**config.mk**
```make
export PLATFORM = sky130hd
export DESIGN_NAME = dec_onehot_seq
export DESIGN_NICKNAME = d
export VERILOG_FILES = /design/src/rtl/dec_onehot_seq.sv
export SDC_FILE = /design/constraint.sdc
export NUM_CORES = 1
export LEC_CHECK = 0
export CORE_UTILIZATION = 48
export DETAILED_ROUTE_END_ITERATION = 10
export GPL_TIMING_DRIVEN = 0
export PLACE_DENSITY = 0.75
export SETUP_SLACK_MARGIN = 0.02
export SLEW_MARGIN = 20
export SYNTH_ARGS = -nofsm -noshare
export SYNTH_HDL_FRONTEND = slang
export SYNTH_SLANG_ARGS = --single-unit
```
**constraint.sdc**
```tcl
create_clock -name clk -period 5 [get_ports clk]
set_clock_uncertainty 0.05 [all_clocks]
set_input_delay 1.25 -clock clk [delete_from_list [all_inputs] [get_ports clk]]
set_output_delay 1.25 -clock clk [all_outputs]
set_load 0.05 [all_outputs]
```
**src/rtl/dec_onehot_seq.sv**
```systemverilog
// Registered index-to-one-hot decoder with valid/ready handshakes on both sides.
// Single mode emits one beat; scan mode walks the one-hot bit over an inclusive index range.
module dec_onehot_seq #(
  parameter int IDX_W   = 5,
  parameter int NUM_OUT = 32
) (
  input  logic               clk,
  input  logic               rst_n,
  input  logic               in_vld,
  output logic               in_rdy,
  input  logic               in_mode,
  input  logic [IDX_W-1:0]   in_idx,
  input  logic [IDX_W-1:0]   in_end_idx,
  output logic               out_vld,
  input  logic               out_rdy,
  output logic [NUM_OUT-1:0] out_onehot,
  output logic               out_last,
  output logic               out_err,
  output logic               busy
);

  typedef enum logic [0:0] {
    ST_IDLE = 1'b0,
    ST_SCAN = 1'b1
  } state_t;

  // One extra bit so NUM_OUT == 2**IDX_W still compares correctly.
  localparam logic [IDX_W:0] LP_NUM_OUT = (IDX_W+1)'(NUM_OUT);

  function automatic logic f_in_range(input logic [IDX_W-1:0] idx);
    return ({1'b0, idx} < LP_NUM_OUT);
  endfunction

  function automatic logic [NUM_OUT-1:0] f_onehot(input logic [IDX_W-1:0] idx);
    logic [NUM_OUT-1:0] res;
    for (int i = 0; i < NUM_OUT; i++) begin
      res[i] = (idx == IDX_W'(i));
    end
    return res;
  endfunction

  state_t             r_state;
  logic [IDX_W-1:0]   r_cnt;
  logic [IDX_W-1:0]   r_end;
  logic               r_vld;
  logic [NUM_OUT-1:0] r_onehot;
  logic               r_last;
  logic               r_err;

  state_t             w_state_nxt;
  logic [IDX_W-1:0]   w_cnt_nxt;
  logic [IDX_W-1:0]   w_end_nxt;
  logic               w_vld_nxt;
  logic [NUM_OUT-1:0] w_oh_nxt;
  logic               w_last_nxt;
  logic               w_err_nxt;

  logic               w_load;
  logic               w_accept;
  logic               w_scan_legal;
  logic [IDX_W-1:0]   w_cnt_inc;

  assign w_load       = !r_vld || out_rdy;
  assign in_rdy       = rst_n && (r_state == ST_IDLE) && w_load;
  assign w_accept     = in_vld && in_rdy;
  assign w_scan_legal = (in_idx <= in_end_idx) && f_in_range(in_end_idx);
  assign w_cnt_inc    = r_cnt + IDX_W'(1);

  assign out_vld    = r_vld;
  assign out_onehot = r_onehot;
  assign out_last   = r_last;
  assign out_err    = r_err;
  assign busy       = (r_state != ST_IDLE) || r_vld;

  // Next-state and next-beat logic for the request FSM and output stage.
  always_comb begin
    w_state_nxt = r_state;
    w_cnt_nxt   = r_cnt;
    w_end_nxt   = r_end;
    w_vld_nxt   = r_vld;
    w_oh_nxt    = r_onehot;
    w_last_nxt  = r_last;
    w_err_nxt   = r_err;

    if (r_vld && out_rdy) begin
      w_vld_nxt = 1'b0;
    end else begin
      w_vld_nxt = r_vld;
    end

    case (r_state)
      ST_IDLE: begin
        if (w_accept) begin
          w_vld_nxt  = 1'b1;
          w_last_nxt = 1'b1;
          if (!in_mode) begin
            if (f_in_range(in_idx)) begin
              w_oh_nxt  = f_onehot(in_idx);
              w_err_nxt = 1'b0;
            end else begin
              w_oh_nxt  = {NUM_OUT{1'b0}};
              w_err_nxt = 1'b1;
            end
          end else if (w_scan_legal) begin
            w_oh_nxt  = f_onehot(in_idx);
            w_err_nxt = 1'b0;
            w_cnt_nxt = in_idx;
            w_end_nxt = in_end_idx;
            // A one-index scan finishes on its first beat and never leaves IDLE.
            if (in_idx != in_end_idx) begin
              w_last_nxt  = 1'b0;
              w_state_nxt = ST_SCAN;
            end else begin
              w_state_nxt = ST_IDLE;
            end
          end else begin
            w_oh_nxt  = {NUM_OUT{1'b0}};
            w_err_nxt = 1'b1;
          end
        end else begin
          w_state_nxt = ST_IDLE;
        end
      end
      ST_SCAN: begin
        if (w_load) begin
          w_cnt_nxt   = w_cnt_inc;
          w_vld_nxt   = 1'b1;
          w_oh_nxt    = f_onehot(w_cnt_inc);
          w_err_nxt   = 1'b0;
          w_last_nxt  = (w_cnt_inc == r_end);
          w_state_nxt = (w_cnt_inc == r_end) ? ST_IDLE : ST_SCAN;
        end else begin
          w_state_nxt = ST_SCAN;
        end
      end
      default: begin
        w_state_nxt = ST_IDLE;
        w_vld_nxt   = 1'b0;
        w_oh_nxt    = {NUM_OUT{1'b0}};
        w_last_nxt  = 1'b0;
        w_err_nxt   = 1'b0;
      end
    endcase
  end

  // State and output registers with synchronous active-low reset.
  always_ff @(posedge clk) begin
    if (!rst_n) begin
      r_state  <= ST_IDLE;
      r_cnt    <= {IDX_W{1'b0}};
      r_end    <= {IDX_W{1'b0}};
      r_vld    <= 1'b0;
      r_onehot <= {NUM_OUT{1'b0}};
      r_last   <= 1'b0;
      r_err    <= 1'b0;
    end else begin
      r_state  <= w_state_nxt;
      r_cnt    <= w_cnt_nxt;
      r_end    <= w_end_nxt;
      r_vld    <= w_vld_nxt;
      r_onehot <= w_oh_nxt;
      r_last   <= w_last_nxt;
      r_err    <= w_err_nxt;
    end
  end

endmodule

```
==> out/results.ini, run 1 <==
[placed_design]
pre_cts_ws_ns=0.448
hpwlAfterDp_um=5360
place_congestion=0.900
port_buffers=51

[sta]
post-route-period-util_pct=91.4
postLayoutSetupSlackWorst_ns=0.428
rsz0062_at_grt=no
setup_viol=0
hold_ws_ns=0.420
min_period_ns=4.57
tightest_slew_ns=0.667
slew_viol_final=0
hold_viol=0
fmax_mhz=219
max_slew_margin_pct=55.3
setup_tns_ns=0

[route]
route.vias.total=2622
drc=0
routed_wl_um=7060
wl_per_cell_um=16.0
final_antenna_net_count=0
viasPerCell=5.95
dr.pass1.iters=5
drt_iter0_markers=181

[synth]
synthFlopType=dfxtp_1
synth_edf_count=0
async_flop_share_pct=0
syn_nets=338
netlist_area_mm2=0.00256
synthCells=313
synth.avg_cell_area_um2=8.17
seq_area_frac_synth_pct=36.0
ys_warn_count=0
ys_ff_latch=46
ys_types=51

[layout]
num-nets-final=396
syn2layout_area_growth_pct=27.8
layout.filler_cells=470
post-route-util_pct=64.0
final_common_cell=clkdlybuf4s50_1
final_layout_size_suffix_gt1_share_pct=6.74
n_antenna_cell=0
layout_common_cells=clkdlybuf4s50_1, dfxtp_1, nand2_1

[die]
ioPinCount=52
die_w_um=75.0
core_area_mm2=0.00511
dieArea_mm2=0.00562
die_y_um=75.0
initial_core_util_pct=50.1
rows=26

[status]
status=finished, final reports clean

[pwr]
p_leak_nw=1.19
ir_drop_mv=0.119
p_per_area_mw_per_mm2=255

[clocking]
cts.sinks=46
clk_pin_slew_worst_paths_ns=0.08
cts_resized=0
clockBufferDepth=2
cts_root_buf=clkbuf_8
worstSkewPairLatency_ns=0.29
cts_setup_buffers=0
cts_tree=built
cts_max_level=2
cts_buffers=5
cts_hold_buf=0

[global_route]
grt_max_degree=14
overflow=0
antenna_found_initial=0
grt_pass1_vias=2383
grt_pass1_wl_um=11600
grtUsageTotal_pct=27.1

[worst_setup_path]
crit_type=primary input to primary output
cp_data_required_time_ns=3.70
cp-end-kind=primary output
r2r-start=r_cnt[1]
cp-start-kind=primary input
reg2reg_slack_ns=2.87
cp_max_fo=10
r2r-end=out_last
worstRegToRegCells=7
worstPathArrival_ns=3.27

[flow_run]
maxCapViolations=0

[hold_path]
hp-start=out_onehot[9]
hold_class=flop to flop
holdPathEnd=out_onehot[9]
worstHoldPathCells=2

==> cell usage after synthesis, drive strengths merged, types with 2 or more instances <==
| library cell | n | share of area (%) |
|---|---|---|
| dfxtp | 46 | 36 |
| nand2 | 40 | 6.2 |
| nor2 | 27 | 4.0 |
| o21ai | 20 | 4.4 |
| o221ai | 16 | 5.5 |
| inv | 15 | 2.2 |
| nor3 | 14 | 2.9 |
| a21oi | 13 | 2.5 |
| nand3 | 13 | 2.5 |
| a221o | 12 | 4.7 |
| ha | 10 | 4.9 |
| clkbuf | 8 | 1.2 |
| buf | 7 | 1.6 |
| nand2b | 6 | 1.5 |
| nand4 | 5 | 1.2 |
| a32oi | 4 | 1.4 |
| o31ai | 4 | 1.2 |
| or2 | 4 | 0.98 |
| a211oi | 3 | 0.88 |
| a31oi | 3 | 0.73 |
| nor3b | 3 | 0.88 |
| o211ai | 3 | 0.88 |
| o22ai | 3 | 0.73 |
| xnor2 | 3 | 1.0 |
| xor2 | 3 | 1.0 |
| a31o | 2 | 0.69 |
| a32o | 2 | 0.78 |
| mux2i | 2 | 0.78 |
| nand3b | 2 | 0.59 |
| nor2b | 2 | 0.49 |
| nor4 | 2 | 0.49 |
| nor4b | 2 | 0.69 |
| o21bai | 2 | 0.59 |
| or3 | 2 | 0.49 |
==> worst max-delay path, cell delays in order <==
cell and delay (ns):
clkdlybuf4s50_1 0.54, clkbuf_1 0.37, nand2_1 0.12, nor2_1 0.16, clkdlybuf4s50_1 0.82
==> how the worst max path moves through the flow <==
| stage | start | end | slack [ns] | cells after the start |
|---|---|---|---|---|
| 4_1_cts | rst_n | in_rdy | 0.44 | 5 |
| 5_1_grt | rst_n | in_rdy | 0.37 | 5 |
| 3_5_place_dp | rst_n | in_rdy | 0.45 | 5 |
| 6_report | rst_n | in_rdy | 0.43 | 5 |
| 2_1_floorplan | out_rdy | in_rdy | 1.37 | 4 |
| 3_3_place_gp | rst_n | in_rdy | 0.44 | 5 |
==> kinds of logic (layout without fill, tap and decap cells) <==
family / count (synthesis) / after routing / synth area share (%)
flip-flops: 46 / 46 / 36.0
adder cells (fa/ha/maj): 10 / 10 / 4.89
buffers and inverters: 30 / 88 / 4.94
XOR/XNOR: 6 / 6 / 2.06
AO/OA/AOI/OAI: 94 / 94 / 27.3
AND/OR/NAND/NOR: 125 / 125 / 24.0
multiplexers: 2 / 2 / 0.783
==> routing by layer <==
layer / global-route usage [%] / part of all wire, % / wire length, µm / vias up
met4: 6.71 / 1.4 / 98 / 0
met1: 36.7 / 43 / 3060 / 1216
li1: - / - / - / 1290
met2: 44.9 / 48 / 3420 / 107
met5: 0 / 0 / 0 / -
met3: 4.42 / 6.9 / 485 / 9
==> report_power, final <==
part / leakage [nW] / internal (mW) / switching [mW] / total [mW]
Sequential: 0.372 / 0.375 / 0.00915 / 0.384
Clock: 0.0573 / 0.160 / 0.119 / 0.279
Combinational: 0.763 / 0.0582 / 0.112 / 0.171
Total: 1.19 / 0.593 / 0.241 / 0.834
==> state kept, by name (all words and copies together) (netlist names) <==
name        flops
out_err         1
out_last        1
out_onehot     32
out_vld         1
r_cnt           5
r_end           5
r_state         1
==> layout make-up <==
cell class / instances / area [µm²] / share of cell area [%]
Clock buffer: 6 / 82.6 / 2.53
Tap cell: 70 / 87.6 / 2.68
Clock inverter: 1 / 30.0 / 0.919
Multi-Input combinational cell: 237 / 1510 / 46.2
Sequential cell: 46 / 921 / 28.2
Timing Repair Buffer: 51 / 510 / 15.6
Buffer: 15 / 70.1 / 2.14
Inverter: 15 / 56.3 / 1.72
==> per-stage QoR <==
stage | cell area, µm² | instances | total power [mW]
floorplan | 2560 | 313 | 0.504
global route | 3270 | 441 | 0.869
detailed placement | 3160 | 434 | 0.561
finish | 3270 | 441 | 0.834
CTS | 3270 | 441 | 0.838
global placement | 3160 | 434 | 0.558
Note: power is estimated with default switching activity, not from simulation.
==> run 2: changes to the inputs <==
Settings changed: CTS_CLUSTER_DIAMETER from default to 120, CTS_CLUSTER_SIZE from default to 8.
Clock period 5 ns to 4.9 ns, I/O delays scaled along.
==> results of run 2 <==
The final DEF is identical to that of run 1. Status: finished, final reports clean.
Main changes from that run: setup slack after placement 0.448 ns -> 0.398 ns; setup slack after layout 0.428 ns -> 0.378 ns; register-to-register setup slack 2.87 ns -> 2.77 ns; total power 0.834 mW -> 0.851 mW; worst IR drop on VDD 0.119 mV -> 0.121 mV
==> run 3: changes to the inputs <==
Settings changed: CTS_CLUSTER_DIAMETER 120 to default, REMOVE_ABC_BUFFERS from default to 1.
==> run 3 against run 2 <==
Final cell count decreased by 3.4%. Die area unchanged. Global-route usage decreased by 1.2 points. Power decreased by 7.9%. Maximum frequency increased by 2.6%. Largest power group unchanged.
==> out/results.ini, run 3 (synthesized netlist as in run 1, its figures left out) <==
[die]
ioPinCount=52  ; unchanged
die_w_um=75.0  ; unchanged
initial_core_util_pct=50.1  ; unchanged
dieArea_mm2=0.00562  ; unchanged
die_y_um=75.0  ; unchanged
rows=26  ; unchanged
core_area_mm2=0.00511  ; unchanged

[pwr]
ir_drop_mv=0.124
p_per_area_mw_per_mm2=247
power_frac_seq_pct=51.0  ; +4.9 points
comb_power_share_pct=20.3  ; -0.2 points
finalPower_uw=784
p_int_uw=535
switching_share_pct=31.8
p_leak_nw=1.14  ; -4.6%
pwr-share-clk_pct=28.7  ; -4.8 points
p_sw_uw=249

[route]
drt_iter0_markers=194  ; +7.2%
wl_per_cell_um=15.6  ; -2.6%
dr.pass1.iters=5  ; unchanged
viasPerCell=6.06  ; +1.9%
top_layer=met4
drc=0  ; unchanged
route.vias.total=2581  ; -1.6%
final_antenna_net_count=0  ; unchanged
routed_wl_um=6640  ; -5.9%
wl_met3_um=417  ; -14%
wl_met1_um=2910  ; -4.8%
wl_met2_um=3200  ; -6.4%

[sta]
setup_tns_ns=0  ; unchanged
post-route-period-util_pct=90.0
slew_viol_final=0  ; unchanged
tightest_slew_ns=0.863  ; +0.195 ns
setup_viol=0  ; unchanged
max_slew_margin_pct=42.4  ; -13 points
fmax_mhz=227
rsz0062_at_grt=no
hold_viol=0  ; unchanged
min_period_ns=4.41
postLayoutSetupSlackWorst_ns=0.492

[worst_setup_path]
worstPathArrival_ns=3.13
max_stage_delay_ns=0.83  ; about the same
crit_path_top_delay_cell=clkdlybuf4s50_1
crit_type=primary input to primary output
cp-start-kind=primary input
cpMostUsedCell=clkdlybuf4s50_1
path_cells=clkdlybuf4s50_1, nand2b_1, nand2_1, nor2_1, clkdlybuf4s50_1
reg2reg_slack_ns=2.46
cp_top_family=buffers and inverters
worstRegToRegCells=6  ; -1
cp-end-kind=primary output
cp_data_required_time_ns=3.62
path_buf_inv=2  ; -1
cp_max_fo=8  ; -2
r2r-end=out_onehot[16]
crit_cells=5  ; unchanged
r2r-start=r_cnt[0]

[layout]
num-nets-final=381  ; -3.8%
n_antenna_cell=0  ; unchanged
largest_reg_flops=32  ; unchanged
final_layout_size_suffix_gt1_share_pct=5.62  ; -1.1 points
syn2layout_area_growth_pct=24.2
final_common_cell=clkdlybuf4s50_1
layout_common_cells=clkdlybuf4s50_1, dfxtp_1, nand2_1

[global_route]
overflow=0  ; unchanged
antenna_found_initial=0  ; unchanged
grt_pass1_wl_um=11100  ; -4.9%
grtUsageTotal_pct=25.8  ; -1.2 points
grt_max_degree=33  ; +19
grt_pass1_vias=2326  ; -2.4%

[clocking]
worstSkewPairLatency_ns=0.30  ; about the same
cts_setup_buffers=0  ; unchanged
cts.sinks=46  ; unchanged
cts_tree=built
cts_hold_buf=0  ; unchanged
clockBufferDepth=2  ; unchanged
clk_pin_slew_worst_paths_ns=0.09  ; about the same
cts_resized=0  ; unchanged
cts_max_level=2  ; unchanged
cts_buffers=5  ; unchanged
cts_root_buf=clkbuf_8

[flow_run]
maxCapViolations=0  ; unchanged

[hold_path]
hp-start=out_onehot[26]
worstHoldPathCells=2  ; unchanged
holdPathEnd=out_onehot[26]
hold_class=flop to flop

[placed_design]
hpwlAfterDp_um=4970  ; -7.2%
pre_cts_ws_ns=0.498
port_buffers=51  ; unchanged
place_congestion=0.895  ; -0.54%

[status]
status=finished, final reports clean

-- run 3: cell types whose count changed in the layout (fill, tap and decap cells not counted) --
cell,delta
clkbuf_1,-8
a21oi_1,-1
bufinv_16,-1
clkbuf_8,-1
buf_1,-1
a21oi_4,+1
buf_6,-1
clkinv_2,+2
buf_2,-5
-- run 3: area by class of cell --
class / instances / area [µm²]
multi-input combinational: 237 / 1520
tap: 70 / 87.6
sequential: 46 / 921
clock buffer: 5 / 68.8
timing repair buffer: 51 / 510
inverter: 15 / 56.3
clock inverter: 2 / 10.0
fill: 481 / 1930
-- run 3: power by group through the flow --
stage | registers [mW] | logic [mW] | clock network [mW]
after floorplan | 0.420 | 0.0877 | 0
after global placement | 0.408 | 0.154 | 0
after detailed placement | 0.408 | 0.158 | 0
after CTS | 0.399 | 0.158 | 0.227
after global routing | 0.402 | 0.174 | 0.247
final | 0.400 | 0.159 | 0.225
-- run 3: routing by layer --
metal  GRT usage [%]  vias up
met2            42.5      107
met4            9.01        0
li1                -     1252
met3            4.95       13
met5               0        -
met1            33.8     1209
-- run 3: worst max path at each step --
stage | startpoint | end | slack (ns)
after global routing | out_rdy | in_rdy | 0.41
after floorplan | out_rdy | in_rdy | 1.43
final | out_rdy | in_rdy | 0.49
after global placement | rst_n | out_onehot[15] | 0.46
after CTS | out_rdy | in_rdy | 0.49
after detailed placement | out_rdy | in_rdy | 0.50
-- run 3: worst min-delay path: stages (launching register included) --
cell and delay (ns):
dfxtp_1 0.33, nand2_1 0.05, o221ai_1 0.06
-- run 3: stage by stage --
stage | util, % | cell area [µm²] | cells | hold WS (ns)
floorplan | - | 2490 | 298 | 0.415
global placement | 60.4 | 3090 | 419 | 0.400
detailed placement | 60.6 | 3100 | 419 | 0.398
CTS | 62.2 | 3180 | 426 | 0.424
global route | 62.2 | 3180 | 426 | 0.453
finish | 62.2 | 3180 | 426 | 0.423
